`config.mk`:
```
export PLATFORM = sky130hd
export DESIGN_NAME = lut_prog
export DESIGN_NICKNAME = d
export VERILOG_FILES = /design/src/rtl/lut_pkg.sv /design/src/rtl/lut_defaults.sv /design/src/rtl/lut_prog.sv
export SDC_FILE = /design/constraint.sdc
export NUM_CORES = 1
export LEC_CHECK = 0
export CAP_MARGIN = 20
export CORE_MARGIN = 4
export CORE_UTILIZATION = 60
export DETAILED_ROUTE_END_ITERATION = 10
export PLACE_DENSITY = 0.78
export SLEW_MARGIN = 30
export SYNTH_ARGS = -nofsm -noshare
export SYNTH_HDL_FRONTEND = slang
export SYNTH_SLANG_ARGS = --single-unit
export TNS_END_PERCENT = 50
```
`constraint.sdc`:
```
create_clock -name clk -period 4.1 [get_ports clk]
set_input_delay 0.82 -clock clk [delete_from_list [all_inputs] [get_ports clk]]
set_output_delay 0.82 -clock clk [all_outputs]
set_load 0.01 [all_outputs]
```
`src/rtl/lut_pkg.sv`:
```
// Shared types and default table for the programmable lookup table.
// The default contents live here and are reached only through default_val().
package lut_pkg;

    typedef enum logic {
        INIT,
        IDLE
    } state_t;

    localparam int NUM_DEFAULTS = 6;
    localparam int MAX_W        = 64;

    localparam logic signed [7:0] DEFAULTS [NUM_DEFAULTS] = '{
        -8'sd11, 8'sd9, -8'sd20, 8'sd14, 8'sd3, 8'sd17
    };

    // Sign-extend the 8-bit default for idx to w bits; entries past the table are zero.
    function automatic logic [MAX_W-1:0] default_val(input int unsigned idx, input int unsigned w);
        logic [7:0]       raw;
        logic [MAX_W-1:0] ext;
        raw = (idx < NUM_DEFAULTS) ? DEFAULTS[idx[2:0]] : 8'h00;
        ext = {{(MAX_W-8){raw[7]}}, raw};
        if (w < MAX_W) begin
            ext = ext & ((64'd1 << w) - 64'd1);
        end
        return ext;
    endfunction

endpackage

```
`src/rtl/lut_defaults.sv`:
```
// Combinational default ROM: maps an entry index to its W-bit reset value.
module lut_defaults
    import lut_pkg::*;
#(
    parameter int W     = 8,
    parameter int IDX_W = 6
) (
    input  logic [IDX_W-1:0] idx,
    output logic [W-1:0]     value
);

    always_comb begin
        value = W'(default_val(32'(idx), W));
    end

endmodule

```
`src/rtl/lut_prog.sv`:
```
// Run-time programmable lookup table with registered reads and a restore
// sequencer that rewrites the default contents one entry per cycle.
module lut_prog
    import lut_pkg::*;
#(
    parameter int W     = 8,
    parameter int PTR_W = 5,
    parameter int DEPTH = 32
) (
    input  logic             clk,
    input  logic             reset,
    input  logic             rd_en,
    input  logic [PTR_W-1:0] rd_ptr,
    output logic [W-1:0]     rd_data,
    output logic             rd_valid,
    input  logic             wr_en,
    input  logic [PTR_W-1:0] wr_ptr,
    input  logic [W-1:0]     wr_data,
    input  logic             restore,
    output logic             busy
);

    localparam int                CNT_W    = PTR_W + 1;
    localparam logic [CNT_W-1:0]  DEPTH_C  = CNT_W'(DEPTH);
    localparam logic [CNT_W-1:0]  LAST_CNT = CNT_W'(DEPTH - 1);

    state_t             state_reg, state_next;
    logic [CNT_W-1:0]   cnt_reg, cnt_next;
    logic [W-1:0]       mem_reg [DEPTH];
    logic [W-1:0]       rd_data_reg, rd_data_next;
    logic               rd_valid_reg;
    logic [W-1:0]       def_value;
    logic [W-1:0]       entry_wdata;
    logic [DEPTH-1:0]   entry_we;
    logic               in_init, rd_ptr_ok, wr_ptr_ok, sw_wr, rd_accept;

    lut_defaults #(
        .W     (W),
        .IDX_W (CNT_W)
    ) u_defaults (
        .idx   (cnt_reg),
        .value (def_value)
    );

    always_ff @(posedge clk) begin
        if (reset) begin
            state_reg <= INIT;
            cnt_reg   <= '0;
        end else begin
            state_reg <= state_next;
            cnt_reg   <= cnt_next;
        end
    end

    always_comb begin
        state_next = state_reg;
        cnt_next   = cnt_reg;
        busy       = 1'b0;
        case (state_reg)
            INIT: begin
                busy = 1'b1;
                if (cnt_reg == LAST_CNT) begin
                    state_next = IDLE;
                    cnt_next   = '0;
                end else begin
                    cnt_next = cnt_reg + 1'b1;
                end
            end
            IDLE: begin
                if (restore) begin
                    state_next = INIT;
                    cnt_next   = '0;
                end
            end
            default: begin
                state_next = INIT;
                cnt_next   = '0;
            end
        endcase
    end

    assign in_init   = (state_reg == INIT);
    assign rd_ptr_ok = ({1'b0, rd_ptr} < DEPTH_C);
    assign wr_ptr_ok = ({1'b0, wr_ptr} < DEPTH_C);
    // A restore request wins over a software write in the same cycle.
    assign sw_wr     = !in_init && wr_en && !restore && wr_ptr_ok;
    assign rd_accept = !in_init && rd_en;
    assign entry_wdata = in_init ? def_value : wr_data;

    for (genvar gi = 0; gi < DEPTH; gi++) begin : g_entry_we
        assign entry_we[gi] = in_init ? (cnt_reg == CNT_W'(gi))
                                      : (sw_wr && (wr_ptr == PTR_W'(gi)));
    end

    always_ff @(posedge clk) begin
        if (!reset) begin
            for (int i = 0; i < DEPTH; i++) begin
                if (entry_we[i]) begin
                    mem_reg[i] <= entry_wdata;
                end
            end
        end
    end

    // Write-through so a same-cycle read of the written entry sees the new value.
    always_comb begin
        rd_data_next = '0;
        if (rd_ptr_ok) begin
            if (sw_wr && (wr_ptr == rd_ptr)) begin
                rd_data_next = wr_data;
            end else begin
                rd_data_next = mem_reg[rd_ptr];
            end
        end
    end

    always_ff @(posedge clk) begin
        if (reset) begin
            rd_data_reg  <= '0;
            rd_valid_reg <= 1'b0;
        end else begin
            rd_valid_reg <= rd_accept;
            if (rd_accept) begin
                rd_data_reg <= rd_data_next;
            end
        end
    end

    assign rd_data  = rd_data_reg;
    assign rd_valid = rd_valid_reg;

endmodule

```
Yosys cells after proc, flatten, opt, wreduce, memory -nomap -nowiden
Memory sizes are Yosys's and may differ from the RTL's.
Index checks and enable logic that the tools add are counted.
{"block": "totals", "ramBits": 256, "elab_cells": 378, "out_inout_bits": 10, "reg_bits": 16, "in_bits": 23, "n_memories": 2, "rom_bits": 64}
{"memory": "mem_reg", "words": 32, "word_bits": 8, "rd": 1, "rd_ports_with_merged_regs": 0, "write_ports": 1, "line_no": "lut_prog.sv:29", "source": "logic [W-1:0] mem_reg [DEPTH];"}
{"memory": "(no name shown)", "words": 8, "word_bits": 8, "rd": 1, "rd_ports_with_merged_regs": 0, "write_ports": 0, "line_no": "lut_pkg.sv:21", "source": "raw = (idx < NUM_DEFAULTS) ? DEFAULTS[idx[2:0]] : 8'h00;"}
{"block": "op_classes", "n_lt_le_gt_ge": 2, "eq_ne": 64, "bitwise": 2, "add_sub_neg": 1, "n_mux": 233, "n_reduce_logical": 70}
{"operator": "8-bit two-way mux", "count": 36}
{"operator": "8-bit OR reduction", "count": 31}
{"operator": "1-bit two-way mux", "count": 162}
{"operator": "5-bit two-way mux", "count": 31}
{"operator": "6-bit by 5-bit == test with 1-bit output, second input constant", "count": 16}
{"operator": "5-bit == test, second input constant", "count": 16}
{"operator": "6-bit by 4-bit == test with 1-bit output, second input constant", "count": 8}
{"operator": "5-bit by 4-bit == test with 1-bit output, second input constant", "count": 8}
{"operator": "1-bit logical AND", "count": 36}
{"operator": "6-bit by 3-bit == test with 1-bit output, second input constant", "count": 4}
{"operator": "5-bit by 3-bit == test with 1-bit output, second input constant", "count": 4}
{"operator": "6-bit by 2-bit == test with 1-bit output, second input constant", "count": 2}
{"operator": "6-bit two-way mux", "count": 2}
{"operator": "6-bit one-hot mux with 2 select lines", "count": 1}
{"operator": "5-bit by 2-bit == test with 1-bit output, second input constant", "count": 2}
{"operator": "6-bit by 1-bit adder with 6-bit output, second input constant", "count": 1}
{"operator": "6-bit by 1-bit == test with 1-bit output, second input constant", "count": 1}
{"operator": "6-bit zero test", "count": 1}
{"operator": "6-bit by 3-bit less-than comparator with 1-bit output, second input constant", "count": 1}
{"operator": "5-bit by 1-bit == test with 1-bit output, second input constant", "count": 1}
{"operator": "5-bit == test", "count": 1}
{"operator": "5-bit zero test", "count": 1}
{"operator": "4-bit greater-or-equal comparator, second input constant", "count": 1}
{"operator": "3-bit NOT with 4-bit output", "count": 1}
{"operator": "other kinds (4)", "count": 4}

Longest topological paths before layout
{"block": "logic_depth", "word_depth": 39, "depth_mapped": 10}

Cells and area by module
From an unflattened synthesis, not the netlist that was laid out.
{"block": "hier_totals", "hier_cells": 628, "hier_area_um2": 11314.6}
{"module": "lut_prog", "instances": 1, "area_each_um2": 11217.0, "cells_each": 613}
{"module": "lut_defaults", "instances": 1, "area_each_um2": 97.6, "cells_each": 15}

Worst setup path after synthesis
No wires, ideal clock.
{"block": "synth_path", "kind": "reg2reg", "start": "register cnt_reg[3]", "end": "memory mem_reg[0][2] (data pin)", "synth_period_minus_slack_ps": 2998, "slack_ps": 1102, "arrival_time_ps": 2543, "setup_time_ps": 454, "stages_incl_launch_ff": 5, "n_path_buf": 1, "path_cell_list": "dfxtp_1 > clkbuf_1 > nor4_1 > nand2b_1 > o21ai_0"}
{"block": "synth_via", "elab_cells_between_ends": 214, "classes_between": "order compare (1); eq/ne (30); mux (153); reduce/logical (30)"}
{"element": "start: declaration", "line_no": "lut_prog.sv:28", "source": "logic [CNT_W-1:0] cnt_reg, cnt_next;"}
{"element": "start signal: assignment", "line_no": "lut_prog.sv:51", "source": "cnt_reg <= cnt_next;"}
{"element": "6-bit by 3-bit less-than comparator with 1-bit output *", "line_no": "lut_pkg.sv:21"}
{"element": "8-bit two-way mux *", "line_no": "lut_pkg.sv:21"}
{"element": "8-bit two-way mux *", "line_no": "lut_prog.sv:88", "source": "assign entry_wdata = in_init ? def_value : wr_data;"}
{"element": "net entry_wdata[2]", "line_no": "lut_prog.sv:33", "source": "logic [W-1:0] entry_wdata;"}
{"element": "8-bit two-way mux (no source line) (30 in series)"}
{"element": "8-bit two-way mux (no source line) *"}
{"element": "end: declaration", "line_no": "lut_prog.sv:29"}
Mark *: on every way through the listed nets, which the timed path passes. The rest lies on a longest branch.

Worst setup path after layout
{"block": "layout_path", "start": "register state_reg", "end": "memory mem_reg[17][1] (enable)"}
{"block": "layout_via", "elab_chain_cells": 39, "elab_cells_between_ends": 255, "classes_between": "mux (190); reduce/logical (65)"}
{"element": "start: declaration", "line_no": "lut_prog.sv:27", "source": "state_t state_reg, state_next;"}
{"element": "start signal: assignment", "line_no": "lut_prog.sv:50", "source": "state_reg <= state_next;"}
{"element": "1-bit logical AND (2 in series)", "line_no": "lut_prog.sv:86", "source": "assign sw_wr = !in_init && wr_en && !restore && wr_ptr_ok;"}
{"element": "1-bit logical AND", "line_no": "lut_prog.sv:92", "source": ": (sw_wr && (wr_ptr == PTR_W'(gi)));"}
{"element": "1-bit two-way mux", "line_no": "lut_prog.sv:91", "source": "assign entry_we[gi] = in_init ? (cnt_reg == CNT_W'(gi))"}
{"element": "1-bit two-way mux", "line_no": "lut_prog.sv:98", "source": "if (entry_we[i]) begin"}
{"element": "1-bit two-way mux", "line_no": "lut_prog.sv:96", "source": "if (!reset) begin"}
{"element": "1-bit two-way mux (implied by the code)", "line_no": "lut_prog.sv:99", "source": "mem_reg[i] <= entry_wdata;"}
{"element": "8-bit OR reduction (no source line)"}
{"element": "5-bit two-way mux (no source line) or 1-bit two-way mux (tied branches) (31 in series)"}
Parallel ways exist; a longest one is shown, timed or not.

==> summary.md <==
| Metric | Value |
|---|---|
| Run status | `complete, no violations` |
| CP top delay family | `simple AND/OR/NAND/NOR gates` |
| Hpwl dp | `16030 um` |
| Final net count | `753` |
| Setup-failing EPs final | `0` |
| Global-route wire length before repair | `39140 um` |
| Total die area | `21430 um^2` |
| Fraction of registers with async set/reset | `0%` |
| CP endpoint kind | `flop` |
| Iteration-0 DRC Markers | `757` |
| CTS Buffer Depth | `3` |
| N_diodes | `0` |
| Max reg flops | `256` |
| Number of global-route vias before repair | `6483` |
| Drt total wl | `25130 um` |
| GRT Residual Overflow | `0` |
| Clock Latency Late Sink | `0.53 ns` |
| Post-route clock period utilization | `83.84%` |
| DRT Pass-1 Iters | `6` |
| Area delta synth->final | `13.10%` |
| Sum Neg Setup Slack | `0 ns` |
| Slew HR | `32.33%` |
| Critical path type | `flop to flop` |
| Placed inst area | `12090 um^2` |
| Critical Path RT | `4.25 ns` |
| Worst path arrival time | `3.59 ns` |
| Row count | `50` |
| DR vias | `6465` |
| Postcts setup bufs | `0` |
| GPL Wtd Cong | `0.9440` |
| Htree depth | `1` |
| Min Tclk post-route | `3.437 ns` |
| Avg Inst Size Synth | `17.02 um^2` |
| Clock sinks | `272` |
| Commonest cells post-synth | `edfxtp_1, nor2_1, mux4_2, mux2i_1, nand2_1` |
| Register bit total from synthesis | `272` |
| Max Fanout on Critical Path | `14` |
| Worst slew pin tran | `1.006 ns` |
| Pin count of the biggest net entering global routing | `51` |
| CTS resizes | `0` |
| Top-count cell post-synth | `edfxtp_1` |
| Unrepaired setup endpoints after global routing | `false` |
| Share of the synthesized area in the top cell type | `66.91%` |
| Fin. Hold Viols | `0` |
| Prevailing post-synth register cell | `edfxtp_1` |
| Top cells by area, synth | `edfxtp_1, mux4_2, mux4_1` |
| CTS buffer count | `26` |
| Total power | `6.064 mW` |
| Vias/cell | `6.610` |
| Post-synth EDFFs | `256` |
| Yosys top cell by area | `edfxtp_1` |
| Syn Inst Count | `675` |
| Post-route cell area | `12990 um^2` |
| Number of buffers inserted by port buffering | `32` |
| Die width | `146.4 um` |
| Post-Syn Area | `11490 um^2` |
| Max Cap Violations | `0` |
| Critical-path cell list | `inv_1 -> nor2_1 -> nand3_1 -> nor3_1 -> a22oi_1 -> nor2_1` |
| Initial antenna violation count | `0` |
| Pins Over Slew Limit | `0` |
| Slowest cell on crit path | `dfxtp_1` |
| Post-synthesis sequential area ratio | `69.70%` |
| HP Class | `flop to flop` |
| WL per Instance | `25.69 um` |
| Maximum VDD drop | `295.9 uV` |
| Detail Route Antenna Nets | `0` |
| Clock skew | `0.01139 ns` |
| Fmax | `290.9 MHz` |
| Die Y | `146.4 um` |
| Core area | `18770 um^2` |
| Most common cell on crit path | `nor2_1` |
| Static leakage | `4.265 nW` |
| # DRC | `0` |
| Worst stage delay on the critical path | `0.69 ns` |
| CTS clock-pin slew for the worst setup and hold paths | `0.06 ns` |
| Warnings, synthesis | `0` |
| Initial Util | `61.21%` |
| Syn nets | `704` |
| Yosys cell types | `43` |
| PD cells | `466.7 nW/um^2` |
| Hold Buf Count CTS | `0` |
| Dpl cells | `930` |
| GRT Util Overall | `23.99%` |
| R2r setup slk | `0.66 ns` |
| CTS tree | `built` |
| Crit path launch type | `flop` |
| Layout cells sized above 1 | `16.80%` |
| Bufs and invs on worst path | `1` |
| Root buffer cell | `clkbuf_16` |
| IO Pins | `33` |
| Layout Cells excl Fill | `978` |
[per-stage QoR]
| step | util (%) | setup slack [ns] | hold WS [ns] |
|---|---|---|---|
| after floorplan | - | 1.102 | 0.4805 |
| after global placement | 64.41 | 0.6513 | 0.4561 |
| after detailed placement | 64.41 | 0.5112 | 0.4617 |
| after CTS | 69.22 | 0.8165 | 0.4699 |
| after global routing | 69.23 | 0.5423 | 0.4897 |
| final | 69.23 | 0.6626 | 0.4795 |
[routing by layer]
metal,part of all wire [%],track usage [%]
met2,47,36.33
met3,10,5.400
met1,40,35.13
met4,3.3,8.325
met5,0,0
[worst min-delay path, cell delays in order, from the launching register on]
cell and delay [ns]:
dfxtp_1 0.31, nand2_1 0.05, a21oi_1 0.06
[final cells by class]
class / count / area (um^2)
repair buffers: 63 / 548.0
inverters: 3 / 11.26
flip-flops and latches: 272 / 8008
well taps: 234 / 292.8
clock buffers: 31 / 690.7
multi-input cells: 358 / 3231
clock inverters: 17 / 212.7
fillers: 1145 / 5774
[where the power goes]
group | switching (mW) | internal (mW)
clock | 0.984 | 1.52
combinational | 0.274 | 0.139
sequential | 0.0108 | 3.14
total | 1.27 | 4.80
[cell usage in the layout (no fill, tap or decap), types with 6 or more instances in the layout]
cell type,instances
buf_4,31
mux2i_1,37
nand4_1,7
clkinv_2,8
o21ai_0,6
ha_1,6
a21oi_1,20
edfxtp_1,256
a22oi_1,28
nor2b_1,15
nand3_1,15
nand2_1,36
mux4_2,40
clkdlybuf4s50_1,28
clkbuf_16,27
nor2_1,65
dfxtp_1,16
mux4_1,18
[kinds of logic after synthesis]
family,Yosys count,share of synthesized area (%)
AO/OA/AOI/OAI,90,5.282
XOR/XNOR,5,0.3812
adder cells (fa/ha/maj),6,0.6534
buffers and inverters,45,2.363
flip-flops,272,69.70
AND/OR/NAND/NOR,161,6.338
multiplexers,96,15.28
[path summary, 6_finish.rpt]
path	cells after the start	startpoint	endpoint
max	6	state_reg$_SDFF_PP0_	mem_reg[17][1]$_DFFE_PP_
min	2	rd_data[6]$_SDFFE_PP0P_	rd_data[6]$_SDFFE_PP0P_
max reg2reg	6	state_reg$_SDFF_PP0_	mem_reg[17][1]$_DFFE_PP_
min reg2reg	2	rd_data[6]$_SDFFE_PP0P_	rd_data[6]$_SDFFE_PP0P_
(Power assumes the default switching activity.)
